## config.mk

```make
export PLATFORM = sky130hd
export DESIGN_NAME = dircc_avalon_st_packet_source
export DESIGN_NICKNAME = d
export VERILOG_FILES = /design/src/rtl/dircc_avalon_st_pkg.sv /design/src/rtl/dircc_avalon_st_source_regs.sv /design/src/rtl/dircc_avalon_st_packet_source.sv
export SDC_FILE = /design/constraint.sdc
export NUM_CORES = 1
export LEC_CHECK = 0
export CAP_MARGIN = 20
export CORE_ASPECT_RATIO = 0.7
export CORE_MARGIN = 2
export CORE_UTILIZATION = 54
export CTS_BUF_LIST = sky130_fd_sc_hd__clkbuf_2 sky130_fd_sc_hd__clkbuf_4 sky130_fd_sc_hd__clkbuf_8
export DETAILED_ROUTE_END_ITERATION = 12
export PLACE_DENSITY = 0.86
export SYNTH_ARGS = -nofsm -noshare
export SYNTH_HDL_FRONTEND = slang
export SYNTH_SLANG_ARGS = --single-unit
```

## constraint.sdc

```tcl
create_clock -name clk -period 3.2 [get_ports clk]
set_input_delay 0.32 -clock clk [delete_from_list [all_inputs] [get_ports clk]]
set_output_delay 0.32 -clock clk [all_outputs]
set_load 0.01 [all_outputs]
```

## src/rtl/dircc_avalon_st_pkg.sv

```systemverilog
// Shared definitions for the DiRCC Avalon-ST packet source: register map,
// CONTROL/STATUS field positions and the sender FSM state type.
package dircc_avalon_st_pkg;

  localparam logic [1:0] ADDR_CONTROL = 2'd0;
  localparam logic [1:0] ADDR_LENGTH  = 2'd1;
  localparam logic [1:0] ADDR_SEED    = 2'd2;
  localparam logic [1:0] ADDR_STATUS  = 2'd3;

  localparam int unsigned CTRL_START_BIT = 0;
  localparam int unsigned CTRL_CONT_BIT  = 1;
  localparam int unsigned CTRL_ABORT_BIT = 2;

  localparam int unsigned STATUS_BUSY_BIT  = 15;
  localparam int unsigned STATUS_TRUNC_BIT = 14;
  localparam int unsigned STATUS_COUNT_W   = 14;

  typedef enum logic {
    ST_IDLE = 1'b0,
    ST_SEND = 1'b1
  } state_e;

  function automatic logic [15:0] status_word(input logic busy, input logic trunc,
                                              input logic [STATUS_COUNT_W-1:0] count);
    status_word = {busy, trunc, count};
  endfunction

endpackage

```

## src/rtl/dircc_avalon_st_source_regs.sv

```systemverilog
// Avalon-MM register file for the packet source: CONTROL/LENGTH/SEED/STATUS
// with registered readdata. ABORT decoding exists only with DIRCC_ST_SOURCE_ABORT_EN.
module dircc_avalon_st_source_regs
  import dircc_avalon_st_pkg::*;
(
  input  logic                      clk,
  input  logic                      reset_n,
  input  logic [1:0]                address,
  input  logic [15:0]               writedata,
  input  logic                      write_n,
  input  logic                      read_n,
  output logic [15:0]               readdata,
  input  logic                      busy,
  input  logic                      trunc,
  input  logic [STATUS_COUNT_W-1:0] count,
  output logic [15:0]               length,
  output logic [15:0]               seed,
  output logic                      cont,
  output logic                      start,
  output logic                      abort,
  output logic                      status_clr
);

  logic [15:0] length_q, length_d;
  logic [15:0] seed_q, seed_d;
  logic [15:0] readdata_q, readdata_d;
  logic        cont_q, cont_d;
  logic        wr_ctrl;

  always_comb begin
    length_d   = length_q;
    seed_d     = seed_q;
    cont_d     = cont_q;
    readdata_d = readdata_q;
    wr_ctrl    = !write_n && (address == ADDR_CONTROL);
    start      = wr_ctrl && writedata[CTRL_START_BIT];
    status_clr = !write_n && (address == ADDR_STATUS);

    if (!write_n) begin
      case (address)
        ADDR_CONTROL: cont_d   = writedata[CTRL_CONT_BIT];
        ADDR_LENGTH:  length_d = writedata;
        ADDR_SEED:    seed_d   = writedata;
        default:      ;
      endcase
    end

`ifdef DIRCC_ST_SOURCE_ABORT_EN
    abort = wr_ctrl && writedata[CTRL_ABORT_BIT];
    // An abort accepted while sending also ends continuous mode.
    if (abort && busy) cont_d = 1'b0;
`else
    abort = 1'b0;
`endif

    if (!read_n) begin
      case (address)
        ADDR_CONTROL: readdata_d = '0;
        ADDR_LENGTH:  readdata_d = length_q;
        ADDR_SEED:    readdata_d = seed_q;
        default:      readdata_d = status_word(busy, trunc, count);
      endcase
    end
  end

  always_ff @(posedge clk or negedge reset_n) begin
    if (!reset_n) begin
      length_q   <= '0;
      seed_q     <= '0;
      cont_q     <= 1'b0;
      readdata_q <= '0;
    end else begin
      length_q   <= length_d;
      seed_q     <= seed_d;
      cont_q     <= cont_d;
      readdata_q <= readdata_d;
    end
  end

  assign length   = length_q;
  assign seed     = seed_q;
  assign cont     = cont_q;
  assign readdata = readdata_q;

endmodule

```

## src/rtl/dircc_avalon_st_packet_source.sv

```systemverilog
// Avalon-ST test packet source with framing, backpressure and status counting.
// Optional truncation via CONTROL.ABORT when DIRCC_ST_SOURCE_ABORT_EN is defined.
module dircc_avalon_st_packet_source
  import dircc_avalon_st_pkg::*;
#(
  parameter int unsigned DATA_WIDTH  = 32,
  parameter int unsigned EMPTY_WIDTH = 2
) (
  input  logic                   clk,
  input  logic                   reset_n,
  output logic [DATA_WIDTH-1:0]  data,
  output logic [EMPTY_WIDTH-1:0] empty,
  output logic                   startofpacket,
  output logic                   endofpacket,
  output logic                   valid,
  input  logic                   ready,
  input  logic [1:0]             address,
  input  logic [15:0]            writedata,
  input  logic                   write_n,
  input  logic                   read_n,
  output logic [15:0]            readdata
);

  localparam int unsigned BYTES = DATA_WIDTH / 8;
  localparam int unsigned BSH   = $clog2(BYTES);

  logic [15:0] length, seed;
  logic        cont, start, abort, status_clr;

  state_e                    state_q, state_d;
  logic [15:0]               idx_q, idx_d;
  logic [15:0]               last_idx_q, last_idx_d;
  logic [15:0]               seed_sh_q, seed_sh_d;
  logic [EMPTY_WIDTH-1:0]    empty_last_q, empty_last_d;
  logic [DATA_WIDTH-1:0]     data_q, data_d;
  logic [EMPTY_WIDTH-1:0]    empty_q, empty_d;
  logic                      sop_q, sop_d, eop_q, eop_d, valid_q, valid_d;
  logic [STATUS_COUNT_W-1:0] count_q, count_d;
  logic                      trunc_q, trunc_d, trunc_pend_q, trunc_pend_d;

  logic                      accept, abort_evt, load, next_eop;
  logic [15:0]               next_idx, beat_val;
  logic [17:0]               p_beats, p_span;
  logic [15:0]               p_last_idx;
  logic [EMPTY_WIDTH-1:0]    p_empty;

  dircc_avalon_st_source_regs u_regs (
    .clk        (clk),
    .reset_n    (reset_n),
    .address    (address),
    .writedata  (writedata),
    .write_n    (write_n),
    .read_n     (read_n),
    .readdata   (readdata),
    .busy       (state_q == ST_SEND),
    .trunc      (trunc_q),
    .count      (count_q),
    .length     (length),
    .seed       (seed),
    .cont       (cont),
    .start      (start),
    .abort      (abort),
    .status_clr (status_clr)
  );

  always_comb begin
    state_d      = state_q;
    idx_d        = idx_q;
    last_idx_d   = last_idx_q;
    seed_sh_d    = seed_sh_q;
    empty_last_d = empty_last_q;
    data_d       = data_q;
    empty_d      = empty_q;
    sop_d        = sop_q;
    eop_d        = eop_q;
    valid_d      = valid_q;
    count_d      = count_q;
    trunc_d      = trunc_q;
    trunc_pend_d = trunc_pend_q;
    load         = 1'b0;

    accept     = valid_q && ready;
    abort_evt  = abort && (state_q == ST_SEND);
    next_idx   = idx_q + 16'd1;
    beat_val   = seed_sh_q + next_idx;
    next_eop   = (next_idx == last_idx_q);

    // Packet geometry from the live LENGTH register, captured only on load.
    p_beats    = (18'(length) + 18'(BYTES - 1)) >> BSH;
    p_last_idx = 16'(p_beats - 18'd1);
    p_span     = p_beats << BSH;
    p_empty    = EMPTY_WIDTH'(p_span - 18'(length));

    case (state_q)
      ST_IDLE: load = start && (length != '0);
      ST_SEND: begin
        if (accept && eop_q) begin
          if (count_q != '1) count_d = count_q + 1'b1;
          if (trunc_pend_q) trunc_d = 1'b1;
          trunc_pend_d = 1'b0;
          if (cont && !abort_evt && !trunc_pend_q && (length != '0)) begin
            load = 1'b1;
          end else begin
            state_d = ST_IDLE;
            valid_d = 1'b0;
            data_d  = '0;
            sop_d   = 1'b0;
            eop_d   = 1'b0;
            empty_d = '0;
          end
        end else begin
          if (accept) begin
            idx_d   = next_idx;
            data_d  = DATA_WIDTH'(beat_val);
            sop_d   = 1'b0;
            eop_d   = next_eop;
            empty_d = next_eop ? empty_last_q : '0;
          end
          // Abort turns whichever beat is presented next (or still stalled) into the last one.
          if (abort_evt) begin
            eop_d        = 1'b1;
            empty_d      = '0;
            trunc_pend_d = 1'b1;
          end
        end
      end
      default: state_d = ST_IDLE;
    endcase

    if (load) begin
      state_d      = ST_SEND;
      valid_d      = 1'b1;
      idx_d        = '0;
      seed_sh_d    = seed;
      last_idx_d   = p_last_idx;
      empty_last_d = p_empty;
      data_d       = DATA_WIDTH'(seed);
      sop_d        = 1'b1;
      eop_d        = (p_last_idx == '0);
      empty_d      = (p_last_idx == '0) ? p_empty : '0;
    end

    if (status_clr) begin
      count_d = '0;
      trunc_d = 1'b0;
    end
  end

  always_ff @(posedge clk or negedge reset_n) begin
    if (!reset_n) begin
      state_q      <= ST_IDLE;
      idx_q        <= '0;
      last_idx_q   <= '0;
      seed_sh_q    <= '0;
      empty_last_q <= '0;
      data_q       <= '0;
      empty_q      <= '0;
      sop_q        <= 1'b0;
      eop_q        <= 1'b0;
      valid_q      <= 1'b0;
      count_q      <= '0;
      trunc_q      <= 1'b0;
      trunc_pend_q <= 1'b0;
    end else begin
      state_q      <= state_d;
      idx_q        <= idx_d;
      last_idx_q   <= last_idx_d;
      seed_sh_q    <= seed_sh_d;
      empty_last_q <= empty_last_d;
      data_q       <= data_d;
      empty_q      <= empty_d;
      sop_q        <= sop_d;
      eop_q        <= eop_d;
      valid_q      <= valid_d;
      count_q      <= count_d;
      trunc_q      <= trunc_d;
      trunc_pend_q <= trunc_pend_d;
    end
  end

  assign data          = data_q;
  assign empty         = empty_q;
  assign startofpacket = sop_q;
  assign endofpacket   = eop_q;
  assign valid         = valid_q;

endmodule

```

==> metrics.txt <==
drt total wl 23.56 mm; final hold violation count 0; CP max stage delay about 0.47 ns; post-synthesis cell area 0.008026 mm2; io pins 76; Slew Viols, Final 0; Setup violations, final 3; Initial Util approximately 55%; final worst slack -0.1691 ns; Row Count 37; pre-CTS setup slack -0.008385 ns; Register Area 0.003383 mm2; yosys warns 0; cell with the most instances after synthesis nand2_1; R2R Path Start u_regs.length[1]; Port Buffer Count 59; P&R area growth vs syn 22.06%; CTS tree done; CTS root buffer clkbuf_8; post-synthesis sequential area ratio between 40% and 50%; Crit Path Category flop to flop; CP Cell Sequence buf_6 > o21a_4 > xnor2_2 > ha_2 > buf_4 > xor2_2 > xnor2_1 > nand4_1 > or4_4 > a2111oi_4 > nand4b_1 > or4_1 > nand2_1; final core utilization between 60% and 70%; GP Congestion roughly 0.9; Post-DP HPWL about 16 mm; initial antenna violation count 1; failing checks negative setup slack; Post-synth EDFFs 0; outcome complete, but fails checks; die width 149.7 um; post-DR vias/cell 6.181; Max Clk Rate ~300 MHz; core area approximately 0.015 mm2; Synth area leader dfrtp_1; Pre-Repair DR Iteration Count 6; Synth Flop Type dfrtp_1; drt wl/cell 19.83 um; Critical Path Sink Type flop; DRC 0; final period utilization 105.3%; terminus of the critical flop-to-flop path empty[0]; #FFs+latches synth 135; vias after detailed routing 7343; Worst-Margin Slew slightly below 0.8 ns; relative slew slack between 40% and 50%; Final ANT Viol Nets 0; Worst Path Max Fanout 5; pwr dens approximately 700 mW/mm2; clk buf depth 2; Max VDD drop a little over 0.0004 V; Max-Cap Viols 0; Async SR Flop Fraction between 90% and 100%; largest net degree at the start of global routing 79; number of global-route vias before repair 6683; clock sinks 135; R2R depth 13; initial DRC count about 730; Reg clk slew, reported paths around 0.090 ns; Synth top area share a little over two fifths; FF-to-FF setup slack -0.17 ns; htree depth 4; n_diodes 0; crit path launch type flop; cts bufs inserted 17; area occupied by multi-input gates 0.004492 mm2; synthesized netlist cell count ~900; # nets final 1025; synth cell count leaders 144 x nand2_1, 135 x dfrtp_1, 63 x nor2_1; fill cell count about 1100; gr usage total ~28%; Final Power about 6700 uW; grt ovf 0; minimum clock period approximately 3.4 ns; Die Y between 100 and 150 um; Critical Path AT between 3 and 4 ns; Cell variety after synth 73; P_leak between 0.004 and 0.005 uW; share of layout cells above drive strength 1 between 15 and 20%; first-pass GRT wire length 34.66 mm; average size of a mapped cell 9.090 um2; Area contributors post-synth dfrtp_1 42%, nand2_1 6.7%, mux2_2 6.2%; Layout Skew 0.01948 ns; full die area around 0.016 mm2; Hold Path Class input pin to asynchronous set/reset pin; Slowest cell on crit path or4_4; WP data required ~3.6 ns; worst-skew pair later-pin latency approximately 0.47 ns
==> cell type report <==
class                           instances  area share [%]
Inverter                               30           1.149
Tap cell                              195           2.490
Clock buffer                           17           2.388
Timing Repair Buffer                  129           11.63
Sequential cell                       135           34.53
Clock inverter                         15           1.954
Multi-Input combinational cell        667           45.85
==> worst max-delay path: cells and delay by family (launching register included) <==
| kind | cells | cell delay (ns) |
|---|---|---|
| AO/OA/AOI/OAI | 2 | 0.42 |
| XOR/XNOR | 3 | 0.57 |
| adder cells (fa/ha/maj) | 1 | 0.20 |
| buffers and inverters | 2 | 0.28 |
| flip-flops | 1 | 0.42 |
| AND/OR/NAND/NOR | 5 | 1.41 |
==> how the worst max path moves through the flow <==
stage	end	slack [ns]	from
2_1_floorplan	empty[0]	0.03	u_regs.length[0]
3_3_place_gp	empty[0]	0.13	u_regs.length[1]
3_5_place_dp	empty[1]	-0.008	u_regs.length[1]
4_1_cts	empty[1]	0.007	u_regs.length[0]
5_1_grt	empty[0]	-0.22	u_regs.length[0]
6_report	empty[0]	-0.17	u_regs.length[1]
==> sequential cells by signal (all words and copies together), names as in the netlist <==
name,cells
u_regs.readdata,16
u_regs.seed,16
u_regs.length,16
state_q,1
count_q,14
idx_q,16
data,16
startofpacket,1
seed_sh_q,16
empty_last_q,2
u_regs.cont,1
last_idx_q,16
valid,1
empty,2
endofpacket,1
==> power by group <==
part	leakage (uW)	switching [uW]	total (uW)	internal [uW]
combinational	0.00242	1340	2610	1270
sequential	0.00170	437	2570	2130
clock	0.000210	769	1560	791
==> logic make-up after synthesis <==
logic type / Yosys count / share of synthesized area (%)
muxes: 47 / 6.547
and+or+nand+nor: 342 / 20.53
other: 1 / 0.04672
xor gates and xnor gates: 65 / 7.373
AOI/OAI and AO/OA: 175 / 14.50
DFF: 135 / 42.09
adders and majority gates: 22 / 3.523
buffers and inverters: 96 / 5.394
==> stage by stage <==
stage	instance area [um2]	cells	hold slack [ns]	TNS, ns
after floorplan	8083	898	0.02441	0
after global placement	9070	1145	0.3873	0
after detailed placement	9070	1145	0.4018	-0.01506
after CTS	9550	1180	0.4580	0
after global routing	9797	1188	0.4755	-0.6455
final	9797	1188	0.4539	-0.4084
==> what timing repair did <==
| action | in CTS | in global routing |
|---|---|---|
| gates resized for setup | 4 | 42 |
| hold buffers | 1 | 0 |
| pin swaps | 2 | 15 |
| setup endpoints to repair | 2 | 7 |
| buffers inserted | 2 | 8 |
| hold endpoints to repair | 75 | 0 |
==> routing by layer <==
| layer | GRT usage (%) | vias up | share of wire [%] |
|---|---|---|---|
| met1 | 39.28 | 3561 | 41 |
| met4 | 8.154 | 2 | 3.4 |
| met2 | 41.97 | 417 | 45 |
| li1 | - | 3274 | - |
| met3 | 8.283 | 89 | 9.7 |
| met5 | 0 | - | 0.055 |
==> placed cells by master, fill, tap and decap left out, types with 15 or more instances in the layout <==
master / netlist / layout
mux2_2: 44 / 44
a31oi_1: 21 / 21
conb_1: 1 / 16
nand2_1: 144 / 143
a21oi_1: 26 / 25
nor3_1: 15 / 15
nor2_1: 63 / 61
xor2_1: 29 / 27
inv_1: 30 / 28
clkdlybuf4s50_1: 0 / 58
xnor2_1: 34 / 29
nand3_1: 17 / 15
ha_1: 21 / 18
nand4_1: 17 / 17
o21ai_0: 55 / 53
dfrtp_1: 135 / 131
buf_4: 16 / 66
clkbuf_8: 0 / 17
Power figures use the tool's default switching activity.
